### src/rtl/switchbox_pkg.sv
// Shared definitions for the switch-box configuration path: geometry, side codes,
// address map bases and the loader state encoding.
package switchbox_pkg;

    localparam int N_TB      = 5;
    localparam int N_LR      = 4;
    localparam int WORD_W    = 6;
    localparam int NUM_WORDS = 2*N_TB + 2*N_LR;
    localparam int ADDR_W    = 5;

    localparam logic [7:0] SYNC = 8'hA5;

    localparam logic [2:0] SIDE_NONE   = 3'd0;
    localparam logic [2:0] SIDE_TOP    = 3'd1;
    localparam logic [2:0] SIDE_RIGHT  = 3'd2;
    localparam logic [2:0] SIDE_BOTTOM = 3'd3;
    localparam logic [2:0] SIDE_LEFT   = 3'd4;

    localparam int TOP_BASE    = 0;
    localparam int BOTTOM_BASE = 5;
    localparam int LEFT_BASE   = 10;
    localparam int RIGHT_BASE  = 14;

    typedef enum logic [2:0] {
        ST_HUNT,
        ST_LOAD,
        ST_CSUM,
        ST_EVAL,
        ST_COMMIT,
        ST_DONE
    } loader_state_e;

    // Side codes above SIDE_LEFT have no meaning in the switch box.
    function automatic logic side_illegal(input logic [WORD_W-1:0] word);
        return word[2:0] > SIDE_LEFT;
    endfunction

endpackage

### src/rtl/cfg_word_deser.sv
// Serial-to-word assembler: counts bits and words, emits each completed word
// combinationally together with the bit that completes it.
module cfg_word_deser
    import switchbox_pkg::*;
(
    input  logic              clk,
    input  logic              rst,
    input  logic              clr_i,
    input  logic              bit_valid_i,
    input  logic              bit_i,
    output logic              word_valid_o,
    output logic [WORD_W-1:0] word_o,
    output logic [ADDR_W-1:0] word_idx_o,
    output logic              last_bit_o
);

    logic [2:0]        bit_cnt_q,  bit_cnt_d;
    logic [ADDR_W-1:0] word_cnt_q, word_cnt_d;
    logic [WORD_W-2:0] shift_q,    shift_d;
    logic              word_end;
    logic              last_word;

    assign word_end     = (bit_cnt_q == 3'(WORD_W-1));
    assign last_word    = (word_cnt_q == ADDR_W'(NUM_WORDS-1));
    assign word_valid_o = bit_valid_i && !clr_i && word_end;
    assign word_o       = {shift_q, bit_i};
    assign word_idx_o   = word_cnt_q;
    assign last_bit_o   = word_valid_o && last_word;

    always_comb begin
        bit_cnt_d  = bit_cnt_q;
        word_cnt_d = word_cnt_q;
        shift_d    = shift_q;
        if (clr_i) begin
            bit_cnt_d  = '0;
            word_cnt_d = '0;
            shift_d    = '0;
        end else if (bit_valid_i) begin
            shift_d = {shift_q[WORD_W-3:0], bit_i};
            if (word_end) begin
                bit_cnt_d  = '0;
                word_cnt_d = last_word ? '0 : word_cnt_q + 1'b1;
            end else begin
                bit_cnt_d = bit_cnt_q + 1'b1;
            end
        end
    end

    always_ff @(posedge clk) begin
        if (rst) begin
            bit_cnt_q  <= '0;
            word_cnt_q <= '0;
            shift_q    <= '0;
        end else begin
            bit_cnt_q  <= bit_cnt_d;
            word_cnt_q <= word_cnt_d;
            shift_q    <= shift_d;
        end
    end

endmodule

### src/rtl/switchbox_cfg_loader.sv
// Switch-box configuration loader: hunts for sync, stages a full frame, checks it,
// then commits all route words in one burst or rejects the whole frame.
//
// state     | meaning
// ST_HUNT   | shifting bits looking for the sync byte
// ST_LOAD   | receiving the 18 route words into staging
// ST_CSUM   | receiving the 6-bit checksum
// ST_EVAL   | one-cycle accept/reject decision
// ST_COMMIT | writing staged words to addresses 0..17
// ST_DONE   | commit-complete pulse
module switchbox_cfg_loader
    import switchbox_pkg::*;
(
    input  logic              clk,
    input  logic              rst,
    input  logic              ser_din,
    input  logic              ser_valid,
    output logic              ser_ready,
    output logic              cfg_we,
    output logic [ADDR_W-1:0] cfg_addr,
    output logic [WORD_W-1:0] cfg_data,
    output logic              cfg_busy,
    output logic              cfg_done,
    output logic              cfg_err
);

    loader_state_e     state_q,   state_d;
    logic [7:0]        sync_q,    sync_d;
    logic [WORD_W-1:0] csum_q,    csum_d;
    logic [WORD_W-1:0] rx_csum_q, rx_csum_d;
    logic              illegal_q, illegal_d;
    logic [ADDR_W-1:0] addr_q,    addr_d;
    logic [WORD_W-1:0] stage_q [NUM_WORDS];

    logic              in_frame;
    logic              accept;
    logic              word_valid;
    logic [WORD_W-1:0] word;
    logic [ADDR_W-1:0] word_idx;
    logic              last_bit;

    assign in_frame  = (state_q == ST_LOAD) || (state_q == ST_CSUM);
    assign ser_ready = !rst && ((state_q == ST_HUNT) || in_frame);
    assign accept    = ser_valid && ser_ready;
    assign cfg_busy  = (state_q != ST_HUNT);

    cfg_word_deser u_deser (
        .clk          (clk),
        .rst          (rst),
        .clr_i        (!in_frame),
        .bit_valid_i  (accept),
        .bit_i        (ser_din),
        .word_valid_o (word_valid),
        .word_o       (word),
        .word_idx_o   (word_idx),
        .last_bit_o   (last_bit)
    );

    always_comb begin
        state_d   = state_q;
        sync_d    = '0;
        csum_d    = csum_q;
        rx_csum_d = rx_csum_q;
        illegal_d = illegal_q;
        addr_d    = addr_q;
        cfg_we    = 1'b0;
        cfg_addr  = '0;
        cfg_data  = '0;
        cfg_done  = 1'b0;
        cfg_err   = 1'b0;

        case (state_q)
            ST_HUNT: begin
                sync_d    = sync_q;
                csum_d    = '0;
                illegal_d = 1'b0;
                if (accept) begin
                    sync_d = {sync_q[6:0], ser_din};
                    if (sync_d == SYNC) state_d = ST_LOAD;
                end
            end
            ST_LOAD: begin
                if (word_valid) begin
                    csum_d    = csum_q ^ word;
                    illegal_d = illegal_q | side_illegal(word);
                    if (last_bit) state_d = ST_CSUM;
                end
            end
            ST_CSUM: begin
                if (word_valid) begin
                    rx_csum_d = word;
                    state_d   = ST_EVAL;
                end
            end
            ST_EVAL: begin
                addr_d = '0;
                if ((rx_csum_q == csum_q) && !illegal_q) begin
                    state_d = ST_COMMIT;
                end else begin
                    cfg_err = 1'b1;
                    state_d = ST_HUNT;
                end
            end
            ST_COMMIT: begin
                cfg_we   = 1'b1;
                cfg_addr = addr_q;
                cfg_data = stage_q[addr_q];
                addr_d   = addr_q + 1'b1;
                if (addr_q == ADDR_W'(NUM_WORDS-1)) state_d = ST_DONE;
            end
            ST_DONE: begin
                cfg_done = 1'b1;
                state_d  = ST_HUNT;
            end
            default: state_d = ST_HUNT;
        endcase
    end

    always_ff @(posedge clk) begin
        if (rst) begin
            state_q   <= ST_HUNT;
            sync_q    <= '0;
            csum_q    <= '0;
            rx_csum_q <= '0;
            illegal_q <= 1'b0;
            addr_q    <= '0;
        end else begin
            state_q   <= state_d;
            sync_q    <= sync_d;
            csum_q    <= csum_d;
            rx_csum_q <= rx_csum_d;
            illegal_q <= illegal_d;
            addr_q    <= addr_d;
        end
    end

    // Staging holds the frame until it is proven good, so a reject leaves the box untouched.
    always_ff @(posedge clk) begin
        if (rst) begin
            for (int i = 0; i < NUM_WORDS; i++) stage_q[i] <= '0;
        end else if ((state_q == ST_LOAD) && word_valid) begin
            stage_q[word_idx] <= word;
        end
    end

endmodule

### config.mk
export PLATFORM = sky130hd
export DESIGN_NAME = switchbox_cfg_loader
export DESIGN_NICKNAME = d
export VERILOG_FILES = /design/src/rtl/switchbox_pkg.sv /design/src/rtl/cfg_word_deser.sv /design/src/rtl/switchbox_cfg_loader.sv
export SDC_FILE = /design/constraint.sdc
export NUM_CORES = 1
export LEC_CHECK = 0
export ABC_AREA = 0
export CAP_MARGIN = 30
export CORE_MARGIN = 1
export CORE_UTILIZATION = 40
export DETAILED_ROUTE_END_ITERATION = 12
export DONT_BUFFER_PORTS = 1
export GPL_ROUTABILITY_DRIVEN = 0
export PLACE_DENSITY = 0.55
export SLEW_MARGIN = 40
export SYNTH_ARGS = -nofsm -noshare
export SYNTH_HDL_FRONTEND = slang
export SYNTH_SLANG_ARGS = --single-unit
export TNS_END_PERCENT = 10
### constraint.sdc
create_clock -name clk -period 5.8 [get_ports clk]
set_clock_uncertainty 0.1 [all_clocks]
set_input_delay 0.58 -clock clk [delete_from_list [all_inputs] [get_ports clk]]
set_output_delay 0.58 -clock clk [all_outputs]
set_load 0.005 [all_outputs]
---- After elaboration in Yosys (flattened, before gate mapping) ----
Memories as Yosys holds them, arrays and structs flattened. A register that Yosys moved wholly into a read port is not among the register bits.
Cells that the tools add are included.
cells by class
  $add $sub $neg .......................... 3
  bitwise logic cells ..................... 4
  equality and inequality tests ........... 16
  reductions and logical operators ........ 22
  magnitude comparators ................... 1
  multiplexer cells ....................... 31
operators with widths
  cell                                                                   number
  5-bit 2-to-1 mux                                                       5
  3-bit 2-to-1 mux                                                       8
  6-bit 2-to-1 mux                                                       3
  3-bit case mux with 5 select lines                                     1
  6-bit case mux with 2 select lines                                     1
  1-bit 2-to-1 mux                                                       11
  5-bit by 1-bit adder with 5-bit output, second input constant          2
  5-bit equality test, second input constant                             2
  5-bit case mux with 2 select lines                                     1
  3-bit equality test, second input constant                             3
  8-bit equality test, second input constant                             1
  2-bit by 1-bit != test with 1-bit output, second input constant        4
  1-bit logical AND                                                      7
  3-bit by 2-bit equality test with 1-bit output, second input constant  2
  6-bit equality test                                                    1
  2-bit AND reduction                                                    3
  6-bit AND reduction                                                    1
  6-bit OR reduction                                                     1
  6-bit XOR                                                              1
  2-bit != test, second input constant                                   2
  2-bit nonzero test                                                     2
  2-bit OR reduction                                                     2
  3-bit by 1-bit adder with 3-bit output, second input constant          1
  3-bit by 1-bit equality test with 1-bit output, second input constant  1
  other kinds (8)                                                        11
word-level totals
  logic and storage cells ................. 87
  flip-flop bits (word level) ............. 41
  input port bits ......................... 4
  RAM bits ................................ 108
  memories kept ........................... 1
memories
  memory   depth  width  rd ports  clocked after memory_dff  write ports  RTL line                    source
  stage_q  18     6      1         1                         18           switchbox_cfg_loader.sv:33  logic [WORD_W-1:0] stage_q [NUM_WORDS];

---- Logic depth before layout (Yosys ltp) ----
  depth in word-level cells ............... 13
  gate-level depth with buffers ........... 8
  mapped depth without buffers ............ 6

---- Hierarchy ----
From an unflattened synthesis, not the netlist that was laid out.
second synthesis, totals
  cells, all modules ...................... 734
  area, all modules ....................... 10,428.8 um^2
by module, submodules not included
  module                sequential area each (um^2)  area each (um^2)  cells an instance  times used
  switchbox_cfg_loader  6,426.2                      9,828.2           673                1
  cfg_word_deser        260.2                        600.6             61                 1

---- Worst setup path before layout ----
No wires, ideal clock.
  path kind ............................... in2reg
  start point ............................. input rst
  end point ............................... memory stage_q[25][0] (enable)
  path buffers ............................ 2
  data arrival time ....................... 2.209 ns
  data required time ...................... 5.312 ns
  setup slack ............................. 3.103 ns
  cell stages on the path ................. 5
  setup time .............................. 0.388 ns
  cells stage by stage .................... and3b_1 clkbuf_1 nand3_1 clkbuf_1 nor4b_1
RTL lines
  item         RTL line                    source
  from (decl)  switchbox_cfg_loader.sv:15  input logic rst,
  to (decl)    switchbox_cfg_loader.sv:33

==> flow_summary.toml <==
[job]
max_cap_violations = 0

[worst_hold_path]
hold_class = "in2reg"
min_to = "rx_csum_q[4]"
min-delay-start = "rst"
min_path_cells = 1

[floorplan]
start_util_pct = 41.04
fp.dieW_um = 163.4
rows = 58
core_mm2 = 0.02540
dieArea_mm2 = 0.02671
die_y_um = 163.4
io_pins = 20

[logic_synthesis]
synth_area_per_cell_um2 = 13.77
async_flop_share_pct = 0
synthFlopType = "edfxtp_1"
synth-edff-count = 192
syn-instance-count = 757
syn_area_mm2 = 0.01042
synth-seq-cells = 238
yosys_warnings = 0
ys_types = 52
yosysSeqAreaShare_pct = 64.14
synth_fp_nets = 765

[route]
drtIter0Drc = 553
firstDrtPassIters = 5
wl_um = 24220
wl_per_cell_um = 22.02
drc = 0
vias = 6187
viasPerCell = 5.625
ant_nets = 0

[power_and_ir_drop]
power_leakage_nw = 3.613
irDropWorstVdd_v = 0.0002269
power_density_mw_per_mm2 = 322.4

[clocking]
clockBufferDepth = 3
cts-root-buf = "clkbuf_16"
cts_tree = "yes"
cts_resized = 0
path_clk_slew_ps = 60
htreeDepth = 1
clock_latency_ps = 530
cts_inserted_buffers = 26
hold_buffers = 0
postCtsSetupBuffers = 0
cts_sinks = 238

[sta]
min_period_over_period_pct = 63.12
tightest_slew_ps = 756.4
clock.fmax_ghz = 0.2731
finalSetupTns_ps = 0
layout_setup_ws_ps = 2139
min_period_ps = 3661
rsz0062_at_grt = "no"
slew_violations = 0
relSlewSlack_pct = 49.16
final-setup-viol-count = 0
hold_viol_final = 0

[finish]
n_fill_cell = 2257
final_cell_mix = "edfxtp_1 (192), nor2_1 (123), nand2_1 (46)"
nNetsFinal = 758
num_antenna_cells = 0
drive_above_1_share_pct = 12.47
finalInstanceArea_mm2 = 0.01154
layout_commonest_cell = "edfxtp_1"
area_growth_pct = 10.67

[worst_setup_path]
r2r_cells = 4
end_kind = "primary output"
r2r-end = "stage_q[23][0]"
path_class = "reg2out"
startpoint_type = "register"
r2r_start = "state_q[0]"
required_ps = 5120
reg2reg_setup_slack_ps = 2630
cp_max_fo = 31
critPathArrivalTime_ps = 2980

[place]
io_buffers = 0
dpl-instance-area_mm2 = 0.01069
hpwl_um = 16430
post-place-ws_ps = 2693

[grt]
grt_max_degree = 40
grt_overflow = 0
grt_pass1_wl_um = 37960
grt_pass1_vias = 6143
antenna_found_initial = 0
grt_use_total_pct = 19.10

[outcome]
outcome = "finished, final reports clean"
==> report_power, final <==
group / internal [W] / switching [W]
Combinational: 0.0000756 / 0.000116
Sequential: 0.00188 / 0.0000383
Clock: 0.000958 / 0.000654
==> Yosys cell counts, types with 3 or more instances <==
cell type	n	share of area, %
dfxtp_1	46	8.8
xnor2_1	7	0.59
nor4b_1	6	0.50
mux2i_1	37	3.6
edfxtp_1	192	55
or3_1	6	0.36
nand4_1	9	0.54
clkbuf_1	26	0.94
a22oi_1	12	0.86
nand2_1	46	1.7
a32o_1	3	0.29
a21oi_1	27	1.3
nor4_1	9	0.54
o2bb2ai_1	3	0.25
buf_4	3	0.22
nor3_1	11	0.53
nand3_1	3	0.14
buf_6	6	0.65
buf_2	7	0.34
mux4_2	29	6.3
nor2_1	123	4.4
xor2_1	12	1.0
nor3b_1	3	0.22
nand3b_1	4	0.29
and3b_1	3	0.25
and3_1	5	0.30
mux4_1	10	2.5
or2_2	5	0.30
nor2b_1	11	0.66
a2111oi_0	4	0.34
and2_1	27	1.6
nand2b_1	21	1.3
inv_1	12	0.43
ha_1	4	0.48
==> logic make-up (layout without fill, tap and decap cells) <==
kind of cell    count (synthesis)  count (layout)  share of synthesized area (%)
simple gates                  301             301                          14.41
flops                         238             238                          64.14
mux                            76              76                          12.34
compound gates                 61              61                          3.961
buf+inv                        58              71                          3.072
xor+xnor                       19              19                          1.596
fa+ha+maj                       4               4                         0.4801
==> area by class of cell <==
| class | instances | area (µm²) | area share, % |
|---|---|---|---|
| Clock inverter | 10 | 105.1 | 0.9110 |
| Clock buffer | 38 | 726.9 | 6.301 |
| Sequential cell | 238 | 6694 | 58.02 |
| Timing Repair Buffer | 11 | 82.58 | 0.7158 |
| Multi-Input combinational cell | 461 | 3471 | 30.08 |
| Inverter | 12 | 45.04 | 0.3904 |
| Tap cell | 330 | 412.9 | 3.579 |
==> flip-flops by register name, indices dropped and copies added, names as in the netlist, 5 cells and up, named ones only <==
| register | flops |
|---|---|
| stage_q | 192 |
| u_deser.shift_q | 5 |
| rx_csum_q | 6 |
| csum_q | 6 |
| sync_q | 7 |
| u_deser.word_idx_o | 5 |
| addr_q | 5 |
==> metal layers <==
| layer | GRT usage, % | up-vias | share of wire [%] | wire, µm |
|---|---|---|---|---|
| met1 | 27.54 | 3145 | 46 | 11150 |
| met5 | 0 | - | 0 | 0 |
| li1 | - | 2802 | - | - |
| met4 | 6.882 | 0 | 3.3 | 811 |
| met2 | 29.53 | 193 | 46 | 11070 |
| met3 | 2.438 | 47 | 4.9 | 1192 |
==> worst max-delay path by stage <==
stage                    start             end  slack (ps)  cells past startpoint
floorplan                  rst  stage_q[25][0]        3100                      5
global placement    state_q[0]  stage_q[21][1]        2300                      3
detailed placement    register     cfg_data[0]        2690                      5
CTS                   register     cfg_data[0]        2130                      5
global route          register     cfg_data[0]        1990                      5
finish                register     cfg_data[0]        2140                      5
==> metrics by stage <==
stage / total power, W / cells / utilization, % / hold WS (ps)
2_1_floorplan: 0.002097 / 757 / - / 325.7
3_3_place_gp: 0.002134 / 1052 / 41.92 / 338.8
3_5_place_dp: 0.002143 / 1052 / 42.08 / 357.3
4_1_cts: 0.003754 / 1100 / 45.36 / 6.181
5_1_grt: 0.003844 / 1100 / 45.42 / 3.670
6_report: 0.003720 / 1100 / 45.42 / 19.18
==> critical path: stages, from the launching register on <==
cell and delay (ps):
dfxtp_4 730, buf_4 450, mux4_1 310, nand2b_1 70, a32o_1 260, nor4_1 580
No activity file was read; power rests on OpenSTA's default activity.
